[src/rtl/nco_core.sv]
// Numerically controlled oscillator: phase accumulator feeding square, sawtooth
// and triangle shapers, with tuning updates deferred to period boundaries.
module nco_core #(
  parameter int ACC_W = 64,
  parameter int OUT_W = 16
) (
  input  logic             clk,
  input  logic             reset,
  input  logic             enable,
  input  logic [1:0]       wave,
  input  logic [ACC_W-1:0] frequency,
  input  logic [OUT_W-1:0] duty_cycle,
  output logic [OUT_W-1:0] sample,
  output logic             sample_valid,
  output logic             sync
);

  // state | meaning
  // IDLE  | phase and outputs held at zero, active registers track the inputs
  // RUN   | accumulator stepping every clock, samples valid
  typedef enum logic {
    S_IDLE = 1'b0,
    S_RUN  = 1'b1
  } state_t;

  state_t           state_q, state_d;
  logic [ACC_W-1:0] phase_q, phase_d;
  logic [ACC_W-1:0] f_act_q, f_act_d;
  logic [1:0]       w_act_q, w_act_d;
  logic [OUT_W-1:0] d_act_q, d_act_d;
  logic [OUT_W-1:0] sample_q, sample_d;
  logic             valid_q, valid_d;
  logic             sync_q, sync_d;

  logic [ACC_W:0]   sum;
  logic [OUT_W-1:0] p;
  logic [OUT_W-1:0] tri_q;
  logic [OUT_W-1:0] wave_val;
  logic             load;

  assign sum   = {1'b0, phase_q} + {1'b0, f_act_q};
  assign p     = phase_q[ACC_W-1 -: OUT_W];
  assign tri_q = {p[OUT_W-2:0], 1'b0};

  always_comb begin
    wave_val = '0;
    case (w_act_q)
      2'b00:   wave_val = (p < d_act_q) ? '1 : '0;
      2'b01:   wave_val = p;
      2'b10:   wave_val = p[OUT_W-1] ? ~tri_q : tri_q;
      default: wave_val = '0;
    endcase
  end

  always_comb begin
    state_d  = state_q;
    phase_d  = phase_q;
    f_act_d  = f_act_q;
    w_act_d  = w_act_q;
    d_act_d  = d_act_q;
    sample_d = sample_q;
    valid_d  = valid_q;
    sync_d   = sync_q;
    load     = 1'b0;

    case (state_q)
      S_IDLE: begin
        phase_d  = '0;
        sample_d = '0;
        valid_d  = 1'b0;
        sync_d   = 1'b0;
        load     = 1'b1;
        if (enable) state_d = S_RUN;
      end
      S_RUN: begin
        if (!enable) begin
          state_d  = S_IDLE;
          phase_d  = '0;
          sample_d = '0;
          valid_d  = 1'b0;
          sync_d   = 1'b0;
        end else begin
          phase_d  = sum[ACC_W-1:0];
          sample_d = wave_val;
          valid_d  = 1'b1;
          sync_d   = sum[ACC_W];
          // a stalled accumulator never wraps, so it must accept new settings directly
          load     = sum[ACC_W] || (f_act_q == '0);
        end
      end
      default: state_d = S_IDLE;
    endcase

    if (load) begin
      f_act_d = frequency;
      w_act_d = wave;
      d_act_d = duty_cycle;
    end
  end

  always_ff @(posedge clk) begin
    if (!reset) begin
      state_q  <= S_IDLE;
      phase_q  <= '0;
      f_act_q  <= '0;
      w_act_q  <= '0;
      d_act_q  <= '0;
      sample_q <= '0;
      valid_q  <= 1'b0;
      sync_q   <= 1'b0;
    end else begin
      state_q  <= state_d;
      phase_q  <= phase_d;
      f_act_q  <= f_act_d;
      w_act_q  <= w_act_d;
      d_act_q  <= d_act_d;
      sample_q <= sample_d;
      valid_q  <= valid_d;
      sync_q   <= sync_d;
    end
  end

  assign sample       = sample_q;
  assign sample_valid = valid_q;
  assign sync         = sync_q;

endmodule

[config.mk]
export PLATFORM = sky130hd
export DESIGN_NAME = nco_core
export DESIGN_NICKNAME = d
export VERILOG_FILES = /design/src/rtl/nco_core.sv
export SDC_FILE = /design/constraint.sdc
export NUM_CORES = 1
export LEC_CHECK = 0
export BUFFER_PORTS_ARGS = -buffer_cell sky130_fd_sc_hd__buf_2
export CORE_MARGIN = 3
export CORE_UTILIZATION = 40
export DETAILED_ROUTE_END_ITERATION = 10
export GPL_TIMING_DRIVEN = 0
export SKIP_LAST_GASP = 1
export SYNTH_ARGS = -nofsm -noshare
export SYNTH_HDL_FRONTEND = slang
export SYNTH_SLANG_ARGS = --single-unit
[constraint.sdc]
create_clock -name clk -period 3.65 [get_ports clk]
set_input_delay 0 -clock clk [delete_from_list [all_inputs] [get_ports clk]]
set_output_delay 0 -clock clk [all_outputs]
set_load 0.01 [all_outputs]
==> results.py, run 1 <==
metrics = {
    "status": {
        "status": "finished clean",
    },
    "route": {
        "vias": 9502,
        "drtPass1Iterations": 5,
        "routed_wirelength_mm": 29.2,
        "drtAntennaViolNets": 0,
        "drt-initial-drc-count": 666,
        "wl_per_cell_um": 16.5,
        "drc": 0,
        "vias_per_cell": 5.37,
    },
    "synth": {
        "avgSynthCellArea_um2": 8.31,
        "synthesis.area_um2": 10200,
        "synthTopCellsByCount": "dfxtp_1, nand2_1, a21oi_1",
        "synth_area_leaders": "dfxtp_1, ha_1, nand3_2",
        "syn_inst": 1228,
        "synth_top_area_share_pct": 32.4,
        "synth_edf_count": 0,
        "ys_seq_area_share_pct": 32.4,
        "synthDistinctLibCells": 67,
        "synth_area_leader_cell": "dfxtp_1",
        "synthFlopType": "dfxtp_1",
        "synth_seq_cells": 165,
        "syn-num-nets": 1393,
        "synth_warnings": 0,
        "async_flop_share_pct": 0,
        "synth.most_common_cell": "dfxtp_1",
    },
    "floorplanning": {
        "rows": 57,
        "core-area_um2": 24700,
        "fp.dieArea_um2": 27500,
        "fp.dieW_um": 166,
        "ios": 103,
        "die_h_um": 166,
        "start_util_pct": 41.4,
    },
    "timing": {
        "maxSlewViolCount": 0,
        "final.setup_skew_ns": 0.00826,
        "max_freq_mhz": 290,
        "fin_crit_ns": 3.44,
        "setup_viol": 0,
        "tightestPinTransition_ns": 0.942,
        "period_share_pct": 94.3,
        "slew_headroom_pct": 37.2,
        "grt_setup_unrepaired": "no",
        "hold_viol_final": 0,
        "fin_tns_setup_ns": 0,
    },
    "layout": {
        "num_antenna_cells": 0,
        "area_delta_synth_final_pct": 22.9,
        "drive_gt1_share_pct": 20.5,
        "nNetsFinal": 1598,
        "instances_no_fill": 1770,
    },
    "critical_path": {
        "crit_required_ns": 4.02,
        "cp_max_fo": 10,
        "crit_arrival_ns": 3.81,
        "crit_slowest_cell": "fa_1",
        "crit_type": "flop to flop",
        "critPathBufInv": 3,
        "cp_cell_sequence": "ha_1, fa_1, a211oi_2, nor2_2, a41oi_4, o21ai_2, a31oi_4, o31ai_4, nor3b_2, o31ai_2, buf_6, buf_8, buf_6, nand3_2, o21ai_2",
        "end_kind": "flop",
        "cp-start-kind": "flop",
        "worst_path_largest_cell_delay_ns": 0.43,
        "crit_family": "compound AO/OA/AOI/OAI gates",
    },
    "clocking": {
        "clkTransAtPathRegs_ns": 0.07,
        "htree_num_levels": 4,
        "cts_tree": "yes",
        "clock-sinks": 165,
        "clockRootBuffer": "clkbuf_16",
        "post_cts_buffers": 0,
        "cts_max_path_buffers": 2,
        "cts_buffers": 17,
        "worstSkewPairLatency_ns": 0.43,
    },
    "power_and_ir_drop": {
        "p_per_area_nw_per_um2": 355,
        "ir_worst_vdd_uv": 252,
        "p_leak_nw": 5.15,
    },
    "worst_hold_path": {
        "hold_path_class": "input port to flop",
    },
    "global_routing": {
        "antenna_found_initial": 0,
        "grt_max_degree": 17,
        "global_route.overflow_total": 0,
        "grt_pass1_vias": 9127,
        "grt_first_pass_wirelength_mm": 47.6,
        "grt.total_usage_pct": 20.9,
    },
    "placed_design": {
        "dp_hpwl_mm": 22.0,
        "dpl.cell_count": 1654,
        "place.port_buffers": 102,
        "place.gp.congestion": 0.935,
    },
    "run": {
        "drv_cap": 0,
    },
}
## cell type report
type	instances	area [µm²]
timing repair buffer	186	1350
buffer	75	373
clock inverter	15	154
inverter	38	143
tap	324	405
fill	2411	12100
sequential	165	3300
clock buffer	17	425
multi-input combinational	950	6390
## cells by family (layout without fill, tap and decap cells)
logic type / count (synthesis) / in the layout / synth area share [%]
AO/OA/AOI/OAI: 368 / 368 / 24.3
XOR/XNOR: 68 / 68 / 5.83
adder cells (fa/ha/maj): 80 / 80 / 9.88
buffers and inverters: 113 / 331 / 5.05
flip-flops: 165 / 165 / 32.4
multiplexers: 1 / 1 / 0.0981
AND/OR/NAND/NOR: 433 / 433 / 22.5
## path summary, 6_finish.rpt
path	endpoint	slack [ns]	cells past startpoint	start
min reg2reg	d_act_q[9]	0.46	2	d_act_q[9]
max reg2reg	f_act_q[52]	0.21	15	f_act_q[0]
min	f_act_q[22]	0.28	4	reset
max	f_act_q[52]	0.21	15	f_act_q[0]
## metrics by stage
stage / util, % / setup slack, ns / hold slack (ns) / cell area (µm²) / power [mW]
2_1_floorplan: - / 0.673 / 0.133 / 10200 / 2.41
3_3_place_gp: 45.1 / 0.228 / 0.237 / 11100 / 2.60
3_5_place_dp: 45.1 / 0.216 / 0.241 / 11100 / 2.61
4_1_cts: 50.8 / 0.188 / 0.274 / 12500 / 4.48
5_1_grt: 50.8 / 0.0613 / 0.310 / 12500 / 4.64
6_report: 50.8 / 0.206 / 0.285 / 12500 / 4.45
## flip-flops by register name (all words and copies together), names as in the netlist
register	count
state_q	1
sample	16
sample_valid	1
f_act_q	64
phase_q	64
w_act_q	2
sync	1
d_act_q	16
## power breakdown
| part | switching [mW] | internal (mW) | leakage, nW |
|---|---|---|---|
| logic | 0.397 | 0.287 | 3.51 |
| registers | 0.0795 | 1.88 | 1.35 |
| clock network | 0.794 | 1.01 | 0.287 |
| total | 1.27 | 3.18 | 5.15 |
## what timing repair did
| action | in CTS | in global routing |
|---|---|---|
| endpoints found under the setup margin | 0 | 0 |
| resized for setup | 0 | 0 |
| hold endpoints to repair | 83 | 0 |
| hold buffers | 84 | 0 |
## worst reg2reg max path, stage by stage (launching register included)
cell	delay, ns
dfxtp_1	0.35
ha_1	0.22
fa_1	0.43
a211oi_2	0.22
nor2_2	0.10
a41oi_4	0.28
o21ai_2	0.16
a31oi_4	0.25
o31ai_4	0.11
nor3b_2	0.19
o31ai_2	0.29
buf_6	0.22
buf_8	0.18
buf_6	0.21
nand3_2	0.10
o21ai_2	0.07
## cell usage in the layout, fill, tap and decap left out, drive strengths merged, types with 7 or more instances in the layout
| cell | n |
|---|---|
| clkbuf | 60 |
| ha | 79 |
| a22oi | 16 |
| nor4 | 18 |
| a21oi | 107 |
| xor2 | 37 |
| nand2 | 138 |
| dlygate4sd3 | 84 |
| buf | 134 |
| a211oi | 7 |
| nand3 | 97 |
| inv | 42 |
| o21ai | 137 |
| o21a | 7 |
| a31oi | 9 |
| dfxtp | 165 |
| a21o | 31 |
| o31ai | 9 |
| nor2 | 94 |
| o21bai | 17 |
| nand2b | 8 |
| xnor2 | 31 |
| nor3 | 21 |
| nand4 | 26 |
| nor2b | 8 |
| clkinv | 7 |
## layer usage
layer | vias to the layer above | wire, µm | global-route usage (%) | part of all wire, %
met4 | 0 | 522 | 5.53 | 1.8
met2 | 210 | 13500 | 34.1 | 46
met3 | 31 | 1350 | 3.55 | 4.6
li1 | 4825 | - | - | -
met1 | 4436 | 13900 | 28.9 | 48
met5 | - | 0 | 0 | 0
Note: power is estimated with default switching activity, not from simulation.
==> inputs of run 2 (changes only) <==
==> constraint.sdc (replaced) <==
create_clock -name clk -period 3.65 [get_ports clk]
set_input_delay 0.5475 -clock clk [delete_from_list [all_inputs] [get_ports clk]]
set_output_delay 0.5475 -clock clk [all_outputs]
set_load 0.01 [all_outputs]
==> run 2 against run 1 <==
- sequential cell count stayed put
- combinational power shrank 11%
- wire length fell by 3.7%
- non-clock buffer count down 84
- critical path type unchanged
- sequential share of layout area rose by 1.9 points
- cell count shrank 4.7%
- clock power about the same
- final area decreased by 6.7%
- via count is 3.7% lower
==> results.py, run 2 (synthesis results as in run 1) <==
metrics = {
    "status": {
        "status": "finished clean",
    },
    "global_routing": {
        "grt_pass1_vias": 8702,
        "grt_first_pass_wirelength_mm": 45.7,
        "grt_max_degree": 17,
        "grt.total_usage_pct": 20.2,
        "global_route.overflow_total": 0,
        "antenna_found_initial": 0,
    },
    "route": {
        "wl_per_cell_um": 16.7,
        "drt-initial-drc-count": 694,
        "vias_per_cell": 5.43,
        "drc": 0,
        "drtAntennaViolNets": 0,
        "vias": 9150,
        "routed_wirelength_mm": 28.1,
        "drtPass1Iterations": 5,
    },
    "critical_path": {
        "cp_cell_sequence": "ha_1, fa_1, a211oi_2, nor2_2, a41oi_4, o21ai_2, a31oi_4, o31ai_4, nor3b_2, o31ai_2, buf_6, buf_8, buf_6, nand3_2, o21ai_2",
        "r2r_cells": 15,
        "cp_max_fo": 10,
        "crit_arrival_ns": 3.82,
        "crit_family": "compound AO/OA/AOI/OAI gates",
        "rrSetupSlack_ns": 0.20,
        "r2r_start": "f_act_q[0]",
        "endpoint": "f_act_q[52]",
        "crit_type": "flop to flop",
        "r2r_end": "f_act_q[52]",
        "cp-start-kind": "flop",
        "end_kind": "flop",
        "critical_path_depth": 15,
        "startpoint": "f_act_q[0]",
        "crit_slowest_cell": "fa_1",
        "crit_required_ns": 4.02,
        "critPathBufInv": 3,
        "worst_path_largest_cell_delay_ns": 0.43,
    },
    "power_and_ir_drop": {
        "ir_worst_vdd_uv": 252,
        "pwr-share-comb_pct": 14.0,
        "p_clk_share_pct": 41.3,
        "p_per_area_nw_per_um2": 374,
        "p_leak_nw": 4.79,
        "fin_total_pwr_mw": 4.37,
        "p_switching_mw": 1.25,
        "power_frac_seq_pct": 44.8,
        "sw_frac_of_total_pct": 28.6,
        "p_int_mw": 3.12,
    },
    "layout": {
        "num_antenna_cells": 0,
        "final_cell_area_um2": 11700,
        "ff_latch_area_um2": 3300,
        "area_delta_synth_final_pct": 14.6,
        "layout_commonest_cell": "dfxtp_1",
        "instances_no_fill": 1686,
        "multi_input_area_um2": 6390,
        "fin_util_pct": 47.4,
        "nNetsFinal": 1514,
        "reg.largest.list": "f_act_q x64, phase_q x64",
        "drive_gt1_share_pct": 21.8,
        "fill_cells": 2508,
        "final_cell_mix": "dfxtp_1, nand2_1, buf_2, a21oi_1, nor2_1",
    },
    "timing": {
        "period_share_pct": 94.5,
        "grt_setup_unrepaired": "no",
        "tightestPinTransition_ns": 0.957,
        "fin_crit_ns": 3.45,
        "worst_hold_slack_ns": 0.343,
        "max_freq_mhz": 290,
        "hold_viol_final": 0,
        "setup_viol": 0,
        "maxSlewViolCount": 0,
        "final.setup_skew_ns": 0.00837,
        "slew_headroom_pct": 36.2,
        "fin_ws_ns": 0.200,
        "fin_tns_setup_ns": 0,
    },
    "clocking": {
        "cts_buffers": 17,
        "clock-sinks": 165,
        "clkTransAtPathRegs_ns": 0.07,
        "htree_num_levels": 4,
        "clockRootBuffer": "clkbuf_16",
        "cts_tree": "yes",
        "post_cts_buffers": 0,
        "worstSkewPairLatency_ns": 0.43,
        "cts_resized": 0,
        "cts_hold_buf": 0,
        "cts_max_path_buffers": 2,
    },
    "placed_design": {
        "dp_hpwl_mm": 22.0,
        "post_dp_cell_area_um2": 11100,
        "pre_cts_ws_ns": 0.216,
        "place.gp.congestion": 0.935,
        "place.port_buffers": 102,
        "dpl.cell_count": 1654,
    },
    "floorplanning": {
        "rows": 57,
        "core-area_um2": 24700,
        "fp.dieW_um": 166,
        "ios": 103,
        "start_util_pct": 41.4,
        "fp.dieArea_um2": 27500,
        "die_h_um": 166,
    },
    "worst_hold_path": {
        "whs_path_depth": 3,
        "hold_path_class": "input port to flop",
    },
    "run": {
        "drv_cap": 0,
    },
}
run 2: changes by cell type in the layout (fill, tap and decap cells not counted):
cell,previous run,this run
dlygate4sd3_1,84,0
run 2: routing by layer:
| layer | part of all wire (%) | vias to the layer above | track usage (%) |
|---|---|---|---|
| met2 | 45 | 186 | 32.2 |
| met1 | 49 | 4284 | 28.3 |
| li1 | - | 4651 | - |
| met4 | 1.7 | 0 | 5.32 |
| met5 | 0 | - | 0 |
| met3 | 4.5 | 29 | 3.50 |
run 2: area by class of cell:
type	count	area share (%)
flip-flops and latches	165	28.2
plain buffers	75	3.19
clock buffers	17	3.64
inverters	38	1.22
well taps	324	3.46
repair buffers	102	4.36
clock inverters	15	1.32
multi-input cells	950	54.6
run 2: worst min-delay path, cell delays in order:
cell and delay (ns):
buf_2 0.09, nand2_1 0.04, o21ai_1 0.05
run 2: worst min-delay path by stage:
| stage | slack (ns) | endpoint | start |
|---|---|---|---|
| finish | 0.34 | f_act_q[23] | frequency[23] |
| global route | 0.35 | f_act_q[28] | frequency[28] |
| CTS | 0.33 | f_act_q[23] | frequency[23] |
| detailed placement | 0.45 | d_act_q[11] | d_act_q[11] |
| global placement | 0.45 | d_act_q[14] | d_act_q[14] |
| floorplan | 0.44 | d_act_q[15] | d_act_q[15] |
run 2: power by group through the flow:
stage	logic (mW)	registers (mW)	clock network, mW
after floorplan	0.436	1.97	0
after global placement	0.602	2.00	0
after CTS	0.611	1.96	1.84
after global routing	0.683	1.97	1.91
final	0.610	1.96	1.80
after detailed placement	0.608	2.00	0
==> inputs of run 3 (changes only) <==
==> constraint.sdc (replaced) <==
create_clock -name clk -period 3.36 [get_ports clk]
set_input_delay 0.504 -clock clk [delete_from_list [all_inputs] [get_ports clk]]
set_output_delay 0.504 -clock clk [all_outputs]
set_load 0.01 [all_outputs]
==> run 3 against run 2 <==
- largest cell class unchanged
- critical endpoint is now phase_q[63]
- via count is 0.32% higher
- cell count is 0.18% higher
- hold slack worse by 0.044 ns
==> results.py, run 3 (synthesis results as in run 1) <==
metrics = {
    "status": {
        "status": "finished clean",
    },
    "global_routing": {
        "global_route.overflow_total": 0,
        "antenna_found_initial": 0,
        "grt_pass1_vias": 8718,
        "grt_max_degree": 17,
        "grt_first_pass_wirelength_mm": 45.9,
        "grt.total_usage_pct": 20.3,
    },
    "route": {
        "drtAntennaViolNets": 0,
        "wl_per_cell_um": 16.8,
        "drt-initial-drc-count": 667,
        "wl_met2_mm": 13.0,
        "wl_met1_mm": 13.8,
        "drtPass1Iterations": 5,
        "maxUsedRoutingLayer": "met4",
        "route.met3.wl_mm": 1.21,
        "vias": 9179,
        "routed_wirelength_mm": 28.4,
        "vias_per_cell": 5.43,
        "drc": 0,
    },
    "run": {
        "drv_cap": 0,
    },
    "critical_path": {
        "r2r_start": "f_act_q[6]",
        "critPathBufInv": 0,
        "worst_path_largest_cell_delay_ns": 0.48,
        "r2r_cells": 11,
        "crit_family": "compound AO/OA/AOI/OAI gates",
        "endpoint": "phase_q[63]",
        "rrSetupSlack_ns": 0.14,
        "crit_slowest_cell": "a311oi_2",
        "cp-start-kind": "flop",
        "crit_required_ns": 3.65,
        "end_kind": "flop",
        "critical_path_depth": 11,
        "cp_max_fo": 5,
        "cp_cell_sequence": "ha_1, nand2_1, nor4_2, o21ai_1, a311oi_2, o2111ai_2, a21oi_2, a21oi_1, o31ai_1, xnor2_1, nor2_1",
        "crit_type": "flop to flop",
        "r2r_end": "phase_q[63]",
        "startpoint": "f_act_q[6]",
        "crit_arrival_ns": 3.52,
    },
    "power_and_ir_drop": {
        "p_leak_nw": 4.85,
        "p_per_area_nw_per_um2": 403,
        "p_int_mw": 3.40,
        "power_frac_seq_pct": 44.6,
        "sw_frac_of_total_pct": 28.7,
        "p_switching_mw": 1.37,
        "ir_worst_vdd_uv": 271,
        "p_clk_share_pct": 41.1,
        "pwr-share-comb_pct": 14.3,
    },
    "timing": {
        "fin_tns_setup_ns": 0,
        "grt_setup_unrepaired": "yes",
        "fin_ws_ns": 0.136,
        "period_share_pct": 96.0,
        "fin_crit_ns": 3.22,
        "tightestPinTransition_ns": 0.936,
        "slew_headroom_pct": 37.6,
        "worst_hold_slack_ns": 0.299,
        "maxSlewViolCount": 0,
        "final.setup_skew_ns": 0.00862,
        "setup_viol": 0,
        "max_freq_mhz": 310,
        "hold_viol_final": 0,
    },
    "clocking": {
        "clockRootBuffer": "clkbuf_16",
        "cts_hold_buf": 0,
        "htree_num_levels": 4,
        "cts_buffers": 17,
        "worstSkewPairLatency_ns": 0.43,
        "clkTransAtPathRegs_ns": 0.07,
        "cts_max_path_buffers": 2,
        "clock-sinks": 165,
        "cts_tree": "yes",
    },
    "layout": {
        "area_delta_synth_final_pct": 15.9,
        "final_cell_mix": "dfxtp_1, nand2_1, buf_2, a21oi_1, nor2_1",
        "reg.largest.list": "f_act_q x64, phase_q x64",
        "instances_no_fill": 1689,
        "nNetsFinal": 1517,
        "num_antenna_cells": 0,
        "drive_gt1_share_pct": 22.6,
        "final_cell_area_um2": 11800,
        "layout_commonest_cell": "dfxtp_1",
    },
    "placed_design": {
        "dp_hpwl_mm": 22.0,
        "place.port_buffers": 102,
        "dpl.cell_count": 1654,
        "place.gp.congestion": 0.935,
        "pre_cts_ws_ns": -0.0745,
        "post_dp_cell_area_um2": 11100,
    },
    "floorplanning": {
        "ios": 103,
        "core-area_um2": 24700,
        "die_h_um": 166,
        "fp.dieW_um": 166,
        "start_util_pct": 41.4,
        "rows": 57,
        "fp.dieArea_um2": 27500,
    },
    "worst_hold_path": {
        "hold_path_class": "input port to flop",
    },
}
-- run 3: cell types whose count changed in the layout (fill, tap and decap cells not counted), moves of 3 or more --
cell and change:
buf_4 +6, buf_12 +3, buf_2 -5, buf_6 -4
-- run 3: worst min path at each step --
stage / from / endpoint / depth (start not counted)
6_report: frequency[23] / f_act_q[23] / 3
5_1_grt: frequency[28] / f_act_q[28] / 3
4_1_cts: frequency[23] / f_act_q[23] / 3
3_5_place_dp: d_act_q[11] / d_act_q[11] / 2
3_3_place_gp: d_act_q[14] / d_act_q[14] / 2
2_1_floorplan: d_act_q[15] / d_act_q[15] / 2
-- run 3: metal layers --
metal  track usage, %  vias to the layer above
met5                0                        -
met2             32.3                      183
met3             3.48                       25
met4             5.71                        0
li1                 -                     4660
met1             28.4                     4311
-- run 3: power groups by stage --
stage / Combinational (mW) / Clock [mW] / Sequential [mW]
after floorplan: 0.474 / 0 / 2.14
after global placement: 0.654 / 0 / 2.17
after detailed placement: 0.661 / 0 / 2.17
after CTS: 0.674 / 2.00 / 2.13
after global routing: 0.760 / 2.07 / 2.14
final: 0.681 / 1.96 / 2.13
-- run 3: stage by stage --
stage | power, mW | utilization [%]
after floorplan | 2.62 | -
after detailed placement | 2.83 | 45.1
after global placement | 2.83 | 45.1
after global routing | 4.97 | 48.0
final | 4.77 | 48.0
after CTS | 4.80 | 47.6
-- run 3: tightest hold or removal path, cell delays in order --
cell and delay [ns]:
buf_2 0.09, nand2_1 0.04, o21ai_1 0.05
-- run 3: repair_timing --
item / 4_1_cts / 5_1_grt
buffers inserted: 0 / 3
endpoints found under the setup margin: 63 / 89
resized for setup: 11 / 12
pin swaps: 2 / 4
gates cloned: 1 / 0
-- run 3: cell type report --
class | count | area [µm²]
inverters | 38 | 143
flip-flops and latches | 165 | 3300
repair buffers | 106 | 553
plain buffers | 74 | 408
clock buffers | 17 | 425
multi-input cells | 950 | 6440
clock inverters | 15 | 154
fillers | 2493 | 12800
well taps | 324 | 405
